### config.mk
export PLATFORM = sky130hd
export DESIGN_NAME = id_ex_reg
export DESIGN_NICKNAME = d
export VERILOG_FILES = /design/src/rtl/id_ex_reg.sv
export SDC_FILE = /design/constraint.sdc
export NUM_CORES = 1
export LEC_CHECK = 0
export ABC_AREA = 1
export BUFFER_PORTS_ARGS = -buffer_cell sky130_fd_sc_hd__buf_2
export CORE_AREA = 2 2 126 128
export CTS_CLUSTER_DIAMETER = 120
export DETAILED_ROUTE_END_ITERATION = 8
export DIE_AREA = 0 0 128 130
export PLACE_DENSITY_LB_ADDON = 0.05
export SYNTH_ARGS = -nofsm -noshare
export SYNTH_HDL_FRONTEND = slang
export SYNTH_SLANG_ARGS = --single-unit
### constraint.sdc
create_clock -name clk -period 1.35 [get_ports clk]
set_input_delay 0.27 -clock clk [delete_from_list [all_inputs] [get_ports clk]]
set_output_delay 0.27 -clock clk [all_outputs]
set_load 0.005 [all_outputs]
### src/rtl/id_ex_reg.sv
// ID/EX pipeline register: captures decoded operands, register indices, funct fields and control.
// Latency: exactly 1 cycle, every output driven straight from a flop, no input-to-output path.
// Backpressure: stall holds all contents; flush inserts a bubble (valid, ctrl and reg indices cleared).
//
// Ports:
//   clk, rst_n            core clock, synchronous active-low reset
//   stall, flush          hazard-unit hold / bubble insertion (flush wins over stall)
//   id_*                  decode-stage instruction fields, id_valid marks a real instruction
//   ex_*                  registered copies presented to EX; ex_ctrl is zero for any bubble
//   perf_bubbles/_stalls  event counters, present only when ID_EX_PERF_EN is defined
module id_ex_reg #(
  parameter int XLEN   = 32,
  parameter int CTRL_W = 8
) (
  input  logic              clk,
  input  logic              rst_n,
  input  logic              stall,
  input  logic              flush,
  input  logic              id_valid,
  input  logic [XLEN-1:0]   id_pc,
  input  logic [XLEN-1:0]   id_rs1_data,
  input  logic [XLEN-1:0]   id_rs2_data,
  input  logic [XLEN-1:0]   id_imm,
  input  logic [14:0]       id_regs,
  input  logic [9:0]        id_funct,
  input  logic [CTRL_W-1:0] id_ctrl,
`ifdef ID_EX_PERF_EN
  output logic [31:0]       perf_bubbles,
  output logic [31:0]       perf_stalls,
`endif
  output logic              ex_valid,
  output logic [XLEN-1:0]   ex_pc,
  output logic [XLEN-1:0]   ex_rs1_data,
  output logic [XLEN-1:0]   ex_rs2_data,
  output logic [XLEN-1:0]   ex_imm,
  output logic [14:0]       ex_regs,
  output logic [9:0]        ex_funct,
  output logic [CTRL_W-1:0] ex_ctrl
);

  logic              valid_q, valid_d;
  logic [XLEN-1:0]   pc_q, pc_d;
  logic [XLEN-1:0]   rs1_q, rs1_d;
  logic [XLEN-1:0]   rs2_q, rs2_d;
  logic [XLEN-1:0]   imm_q, imm_d;
  logic [14:0]       regs_q, regs_d;
  logic [9:0]        funct_q, funct_d;
  logic [CTRL_W-1:0] ctrl_q, ctrl_d;

  always_comb begin
    valid_d = valid_q;
    pc_d    = pc_q;
    rs1_d   = rs1_q;
    rs2_d   = rs2_q;
    imm_d   = imm_q;
    regs_d  = regs_q;
    funct_d = funct_q;
    ctrl_d  = ctrl_q;
    if (flush) begin
      // Bubble: data fields keep their old values (harmless, nothing consumes
      // them), but rd=x0 keeps forwarding from matching and ctrl=0 kills effects.
      valid_d = 1'b0;
      ctrl_d  = '0;
      regs_d  = '0;
    end else if (!stall) begin
      valid_d = id_valid;
      pc_d    = id_pc;
      rs1_d   = id_rs1_data;
      rs2_d   = id_rs2_data;
      imm_d   = id_imm;
      regs_d  = id_regs;
      funct_d = id_funct;
      ctrl_d  = id_ctrl;
      if (!id_valid) begin
        ctrl_d      = '0;
        regs_d[4:0] = 5'd0;
      end
    end
  end

  always_ff @(posedge clk) begin
    if (!rst_n) begin
      valid_q <= 1'b0;
      pc_q    <= '0;
      rs1_q   <= '0;
      rs2_q   <= '0;
      imm_q   <= '0;
      regs_q  <= '0;
      funct_q <= '0;
      ctrl_q  <= '0;
    end else begin
      valid_q <= valid_d;
      pc_q    <= pc_d;
      rs1_q   <= rs1_d;
      rs2_q   <= rs2_d;
      imm_q   <= imm_d;
      regs_q  <= regs_d;
      funct_q <= funct_d;
      ctrl_q  <= ctrl_d;
    end
  end

  assign ex_valid    = valid_q;
  assign ex_pc       = pc_q;
  assign ex_rs1_data = rs1_q;
  assign ex_rs2_data = rs2_q;
  assign ex_imm      = imm_q;
  assign ex_regs     = regs_q;
  assign ex_funct    = funct_q;
  assign ex_ctrl     = ctrl_q;

`ifdef ID_EX_PERF_EN
  logic [31:0] bub_q, bub_d;
  logic [31:0] stl_q, stl_d;

  // Counters wrap naturally modulo 2^32.
  always_comb begin
    bub_d = bub_q;
    stl_d = stl_q;
    if (flush || (!stall && !id_valid)) bub_d = bub_q + 32'd1;
    if (stall && !flush)                stl_d = stl_q + 32'd1;
  end

  always_ff @(posedge clk) begin
    if (!rst_n) begin
      bub_q <= '0;
      stl_q <= '0;
    end else begin
      bub_q <= bub_d;
      stl_q <= stl_d;
    end
  end

  assign perf_bubbles = bub_q;
  assign perf_stalls  = stl_q;
`endif

endmodule

======== Yosys cells after proc, flatten, opt, wreduce, memory -nomap -nowiden ========
Index checks and enable logic that the tools add are counted.
Widths: inputs -> output; s select.
storage, ports and cells
  output and inout port bits .............. 162
  bits in writable memories ............... 0
  word-level logic and storage cells ...... 15
  memories kept ........................... 0
  register bits after elaboration ......... 162
  memory bits (read-only) ................. 0
  bits in latches ......................... 0
  input bits .............................. 166
cells by class
  reduce and logical (&&, ||, !) cells .... 2
  $mul .................................... 0
  order comparisons ....................... 0
  bitwise operators ....................... 3
  add/subtract/negate cells ............... 0
  divide/modulo/power cells ............... 0
  muxes and demuxes ....................... 2
  equality and inequality tests ........... 0
  shift operators ......................... 0
operators with widths
  cell              number
  $mux 8            1
  $mux 5            1
  $not 1->1         3
  $reduce_and 2->1  1
  $reduce_or 2->1   1

======== Depth between registers and ports, before layout ========
Gate-level depths: netlist of the first run.
  word-level depth ........................ 2
  mapped depth ............................ 7
  mapped depth without buffers ............ 4

======== Least setup slack after synthesis of the first run ========
No wires, ideal clock.
  kind .................................... input -> register
  start ................................... input stall
  end ..................................... register pc_q[10], in the netlist ex_pc[10]
  arrival time ............................ 0.976 ns
  library setup time ...................... 0.113 ns
  slack ................................... 0.261 ns
  path buffers ............................ 3
  stages .................................. 7
  required time ........................... 1.237 ns
  path through ............................ buf_4 nor2_8 buf_6 buf_6 nand2_1 nand2_1 nor2_1
between the ends
  word-level cells in the longest chain between the ends .. 2
RTL lines
  element                     RTL line  source
  start: declaration          17        input logic stall,
  $not 1->1 (no line)         n/a
  $reduce_and 2->1 (no line)  n/a
  end signal: assignment      93        pc_q <= pc_d;
  end: declaration            42        logic [XLEN-1:0] pc_q, pc_d;
Every way passes these cells.
A chain may end at the register's enable or synchronous reset.

======== Worst setup path after layout of the first run ========
  start ................................... register pc_q[18], in the netlist ex_pc[18]
  end ..................................... output ex_pc[18]
RTL lines
  element           RTL line  source
  end: declaration  32        output logic [XLEN-1:0] ex_pc,
No word-level cell between the ends.

==> out/qor.csv, run 1 <==
stage,metric,value,unit
place,placed insts,1470,
route,final antenna-violating net count,0,
global_route,vias in the first global route,5579,
route,DRT iter0 DRCs,247,
sta,fmax,858,MHz
yosys,syn_nets,1147,
floorplan,Starting Density,0.425,
sta,minimum clock period,1170,ps
final_layout,"non-filler cells, final",1503,
place,GPL Wtd Cong,0.805,
route,via/cell ratio,4.22,
yosys,post-synth cell types,12,
yosys,"Avg Cell Area, Syn",6.68,um2
worst_hold_path,worst hold path type,in -> reg,
sta,final worst slack,184,ps
floorplan,die height,130,um
global_route,GRT Overall Usage,0.204,
sta,Hold Slack,90.6,ps
setup_path,Critical Path RT,1080,ps
setup_path,cell family with most CP delay,flip-flops,
run_status,status,completed,
setup_path,CP endpoint kind,output pin,
setup_path,critical-path cell list,buf_2,
place,HPWL Detailed,12800,um
sta,worst relative slew slack,0.787,
setup_path,Setup crit start kind,flip-flop,
floorplan,# IOs,328,
clock_tree,Post-CTS Hold Fix Bufs,0,
route,via count,6342,
clock_tree,Post CTS Setup Buffer Count,0,
clock_tree,Clock Sinks,162,
sta,ratio of final minimum period to clock period,0.863,
yosys,sequential share of the synthesized area,0.495,
power_and_ir_drop,Pwr Total,0.0118,W
sta,RSZ-0062 raised after global routing,no,
clock_tree,Num CTS Buffers,17,
place,Place WS,125,ps
route,detailed-route DRC error count,0,
route,drt wl/cell,11.5,um
sta,setup TNS,0,ps
clock_tree,"CTS clk-pin slew, worst paths",60,ps
sta,slew at the pin closest to its max-slew limit,320,ps
clock_tree,CTS tree,built,
power_and_ir_drop,Worst VDD drop,834,uV
final_layout,area delta synth->final,37.5,%
global_route,total global routing overflow,0,
global_route,antenna violations before repair,2,
sta,Final Hold Vio Count,0,
floorplan,core area,15400,um2
route,TritonRoute pass-1 iters,4,
yosys,"Cell Area, Synth",6560,um2
clock_tree,Worst-Skew Late Latency,420,ps
clock_tree,# resized after CTS,0,
yosys,Ys Warns,0,
final_layout,layout cell share with drive strength beyond 1,0.292,
floorplan,Cell Rows,46,
floorplan,Die Wd,128,um
yosys,Yosys reg bits,162,
clock_tree,clk root buf,clkbuf_16,
final_layout,layout net count,1463,
sta,endpoints failing setup,0,
clock_tree,Clock Tree Buf Depth,2,
yosys,Cells after Synth,981,
global_route,first-pass GRT wire length,26700,um
power_and_ir_drop,PwrDens,1300,nW/um2
clock_tree,H-tree levels,4,
floorplan,die area,16600,um2
setup_path,"Buf+Inv Stages, Crit Path",1,
setup_path,"Slowest-stage cell, CP",dfxtp_1,
sta,max-slew violations,0,
final_layout,"most common cell after layout, fill and taps aside",buf_2,
setup_path,crit path DAT,900,ps
sta,clk_skew,0,ps
final_layout,most frequent cells in the layout,"buf_2 (326), nand2_1 (312), nor2_1 (276)",
power_and_ir_drop,Static Leak,5.22,nW
place,# port buffers,327,
global_route,largest net degree at the start of global routing,76,
run,Max Cap Viol,0,
setup_path,crit path max fanout,2,
setup_path,Crit path largest cell delay,360,ps
setup_path,crit path kind,reg -> out,
route,Routed Wire Length,17300,um
## area by class of cell
| class | count | area, um2 |
|---|---|---|
| Fill cell | 1582 | 6410 |
| Sequential cell | 162 | 3240 |
| Multi-Input combinational cell | 626 | 2410 |
| Timing Repair Buffer | 350 | 1960 |
| Inverter | 140 | 526 |
| Clock buffer | 21 | 480 |
| Tap cell | 192 | 240 |
| Clock inverter | 11 | 153 |
| Antenna cell | 1 | 2.50 |
## path summary, 6_finish.rpt
| kind | from | to | slack, ps | cells past startpoint |
|---|---|---|---|---|
| hold reg to reg | ex_ctrl[5] | ex_ctrl[5] | 460 | 2 |
| setup reg to reg | ex_ctrl[6] | ex_ctrl[6] | 730 | 2 |
| hold / removal | id_regs[11] | ex_regs[11] | 90 | 3 |
| setup / recovery | ex_pc[18] | ex_pc[18] | 180 | 1 |
## cells in the mapped netlist
library cell / n / share of area
inv_1: 140 / 0.080
nand2_1: 312 / 0.18
buf_1: 2 / 0.0011
nor2_1: 276 / 0.16
dfxtp_1: 162 / 0.49
a21oi_1: 24 / 0.018
nand3_1: 13 / 0.0099
nor2_8: 1 / 0.0031
buf_2: 19 / 0.015
clkbuf_1: 4 / 0.0023
buf_6: 13 / 0.022
buf_4: 15 / 0.017
## where the power goes
| group | switching, W | internal, W |
|---|---|---|
| sequential | 0.000137 | 0.00507 |
| clock | 0.00196 | 0.00311 |
| combinational | 0.000773 | 0.000708 |
## per-layer routing
| metal | track usage | routed length (um) |
|---|---|---|
| met5 | 0 | 13 |
| met4 | 0.0827 | 424 |
| met3 | 0.0804 | 1490 |
| met2 | 0.339 | 8110 |
| met1 | 0.238 | 7240 |
## sequential cells by signal (all words and copies together) (netlist names)
register and cells:
ex_pc 32, ex_regs 15, ex_rs1_data 32, ex_imm 32
ex_rs2_data 32, ex_ctrl 8, ex_funct 10, ex_valid 1
## cells by family (layout without fill, tap and decap cells)
group / Yosys count / count (layout) / share of synthesized area
DFF: 162 / 162 / 0.495
other: 0 / 1 / 0
AOI/OAI and AO/OA: 24 / 24 / 0.0183
buffers and inverters: 193 / 522 / 0.138
and+or+nand+nor: 602 / 602 / 0.350
## stage by stage
| stage | instance area (um2) | utilization |
|---|---|---|
| 2_1_floorplan | 6560 | - |
| 3_3_place_gp | 8380 | 0.543 |
| 3_5_place_dp | 8380 | 0.543 |
| 4_1_cts | 9020 | 0.585 |
| 5_1_grt | 9020 | 0.585 |
| 6_report | 9020 | 0.585 |
(Power assumes the default switching activity.)
==> run 2: changes to the inputs <==
- ABC_AREA: 1 -> unset
- CORE_AREA: 2 2 126 128 -> 2 2 127 129
- DIE_AREA: 0 0 128 130 -> 0 0 129 131
==> run 2 against run 1 <==
  * Via count decreased by 2.3%
  * Final area grew 1.4%
  * Synthesized area grew 1.6%
  * Clock power rose by 4%
  * Register-to-register slack worse by 40 ps
  * Utilization rose by 0.19 points
  * Cell count shrank 17%
  * Combinational power decreased by 16%
  * Count of clock-buffer cells in the layout stayed put
  * Worst setup slack worse by 9.7 ps
  * Clock skew unchanged
  * Critical path type unchanged
  * Critical endpoint is now ex_funct[9]
==> out/qor.csv, run 2 <==
stage,metric,value,unit
run_status,status,completed,
power_and_ir_drop,Combinational Power Share,0.108,
setup_path,Critical Path RT,1080,ps
clock_tree,# resized after CTS,0,
run,Max Cap Viol,0,
sta,clk_skew,0,ps
sta,fmax,851,MHz
route,drt wl/cell,15.1,um
power_and_ir_drop,Worst VDD drop,816,uV
yosys,sequential share of the synthesized area,0.487,
sta,Hold Slack,86.0,ps
global_route,grt peak-use layer,met2,
final_layout,most frequent cells in the layout,"buf_2 (325), dfxtp_1 (162), a21oi_1 (151)",
setup_path,cell family with most CP delay,flip-flops,
setup_path,"Slowest-stage cell, CP",dfxtp_1,
power_and_ir_drop,Cell Int Power,0.00893,W
sta,max-slew violations,0,
global_route,routing usage on met2,0.341,
sta,setup TNS,0,ps
yosys,syn_nets,889,
sta,ratio of final minimum period to clock period,0.871,
yosys,cell with the most instances after synthesis,dfxtp_1,
yosys,"Cell Area, Synth",6660,um2
route,via count,6199,
route,final antenna-violating net count,0,
sta,minimum clock period,1180,ps
sta,Final Hold Vio Count,0,
clock_tree,Num CTS Buffers,17,
clock_tree,Post CTS Setup Buffer Count,0,
global_route,GRT Overall Usage,0.211,
sta,RSZ-0062 raised after global routing,no,
yosys,synth top area cells,"dfxtp_1 (49%), or3b_1 (18%), a21oi_1 (11%)",
clock_tree,"CTS clk-pin slew, worst paths",60,ps
route,TritonRoute pass-1 iters,4,
clock_tree,Worst-Skew Late Latency,410,ps
yosys,ys async rst share,0,
final_layout,layout cell share with drive strength beyond 1,0.376,
clock_tree,H-tree levels,4,
global_route,first-pass GRT wire length,28400,um
place,GPL Wtd Cong,0.765,
final_layout,layout net count,1176,
yosys,Ys Warns,0,
worst_hold_path,worst hold path type,in -> reg,
clock_tree,CTS tree,built,
floorplan,Die Wd,129,um
global_route,total global routing overflow,0,
setup_path,Crit path largest cell delay,360,ps
setup_path,crit path max fanout,2,
route,via/cell ratio,5.00,
global_route,met3 GRT Util,0.0827,
setup_path,crit path kind,reg -> out,
place,# port buffers,327,
clock_tree,Clock Sinks,162,
sta,worst relative slew slack,0.758,
clock_tree,clk root buf,clkbuf_16,
yosys,Post-synth EDFFs,0,
clock_tree,Post-CTS Hold Fix Bufs,0,
yosys,post-synth cell types,16,
route,DRT iter0 DRCs,299,
setup_path,Setup crit start kind,flip-flop,
yosys,Yosys reg bits,162,
final_layout,area delta synth->final,37.3,%
setup_path,"Buf+Inv Stages, Crit Path",1,
floorplan,die area,16900,um2
yosys,Commonest cells post-synth,"dfxtp_1 (162), a21oi_1 (151), or3b_1 (138)",
sta,endpoints failing setup,0,
setup_path,critical-path cell list,buf_2,
floorplan,die height,131,um
setup_path,CP endpoint kind,output pin,
yosys,cell accounting for the most synthesized area,dfxtp_1,
route,detailed-route DRC error count,0,
sta,slew at the pin closest to its max-slew limit,363,ps
final_layout,fin util,0.587,
floorplan,# IOs,328,
route,Routed Wire Length,18700,um
power_and_ir_drop,PwrDens,1270,nW/um2
power_and_ir_drop,clock group share of total power,0.454,
power_and_ir_drop,Static Leak,4.09,nW
floorplan,core area,15600,um2
setup_path,crit path DAT,910,ps
global_route,antenna violations before repair,1,
yosys,"Avg Cell Area, Syn",9.22,um2
yosys,"Top FF cell, synth",dfxtp_1,
power_and_ir_drop,Sw Ratio,0.229,
global_route,largest net degree at the start of global routing,64,
yosys,top-area cell type share of the netlist area,0.487,
floorplan,Cell Rows,46,
floorplan,Starting Density,0.427,
place,HPWL Detailed,12900,um
clock_tree,Clock Tree Buf Depth,2,
power_and_ir_drop,Psw,0.00265,W
yosys,Cells after Synth,723,
power_and_ir_drop,sequential share of power,0.438,
global_route,vias in the first global route,5528,
final_layout,"most common cell after layout, fill and taps aside",buf_2,
global_route,met1 Use GR,0.256,
==> run 2: changes by cell type in the layout (fill, tap and decap cells not counted), sizes merged, moves of 127 or more <==
cell | before | now
o21ai | 0 | 138
inv | 140 | 2
nor2 | 277 | 11
a21oi | 24 | 151
nand2 | 312 | 13
or3b | 0 | 138
==> run 2: final timing paths <==
path | end | start | cells past startpoint | slack, ps
worst max-delay path | ex_funct[9] | ex_funct[9] | 1 | 170
worst min-delay path | ex_regs[9] | id_regs[9] | 3 | 90
worst max register to register | ex_funct[9] | ex_funct[9] | 2 | 690
worst min register to register | ex_ctrl[6] | ex_ctrl[6] | 2 | 460
==> run 2: routing by layer <==
| layer | wire, um | vias to the layer above |
|---|---|---|
| met1 | 7910 | 2792 |
| met4 | 318 | 0 |
| met3 | 1680 | 21 |
| met5 | 0 | - |
| met2 | 8820 | 202 |
| li1 | - | 3184 |
==> run 2: stage by stage <==
| stage | total power (W) | cells | area (um2) | setup slack (ps) |
|---|---|---|---|---|
| CTS | 0.0117 | 1239 | 9150 | 141 |
| global route | 0.0121 | 1240 | 9150 | 116 |
| floorplan | 0.00583 | 723 | 6660 | 118 |
| detailed placement | 0.00643 | 1207 | 8490 | 56.2 |
| finish | 0.0116 | 1240 | 9150 | 175 |
| global placement | 0.00642 | 1207 | 8490 | 43.4 |
==> run 2: cell type report <==
class	instances	area [um2]
Sequential cell	162	3240
Inverter	1	6.26
Antenna cell	1	2.50
Tap cell	216	270
Clock buffer	21	480
Fill cell	1535	6450
Multi-Input combinational cell	476	2960
Timing Repair Buffer	352	2010
Clock inverter	11	175
==> run 2: cells by family (layout without fill, tap and decap cells) <==
group	count (synthesis)	in the layout	synth area share
AO/OA/AOI/OAI	289	289	0.217
AND/OR/NAND/NOR	176	176	0.211
flip-flops	162	162	0.487
buffers and inverters	85	385	0.0691
multiplexers	11	11	0.0165
other	0	1	0
==> run 2: power by group through the flow <==
stage | combinational [W] | sequential [W] | clock (W)
floorplan | 0.000628 | 0.00520 | 0
global placement | 0.00125 | 0.00517 | 0
CTS | 0.00126 | 0.00507 | 0.00539
finish | 0.00125 | 0.00507 | 0.00526
global route | 0.00139 | 0.00509 | 0.00559
detailed placement | 0.00125 | 0.00518 | 0
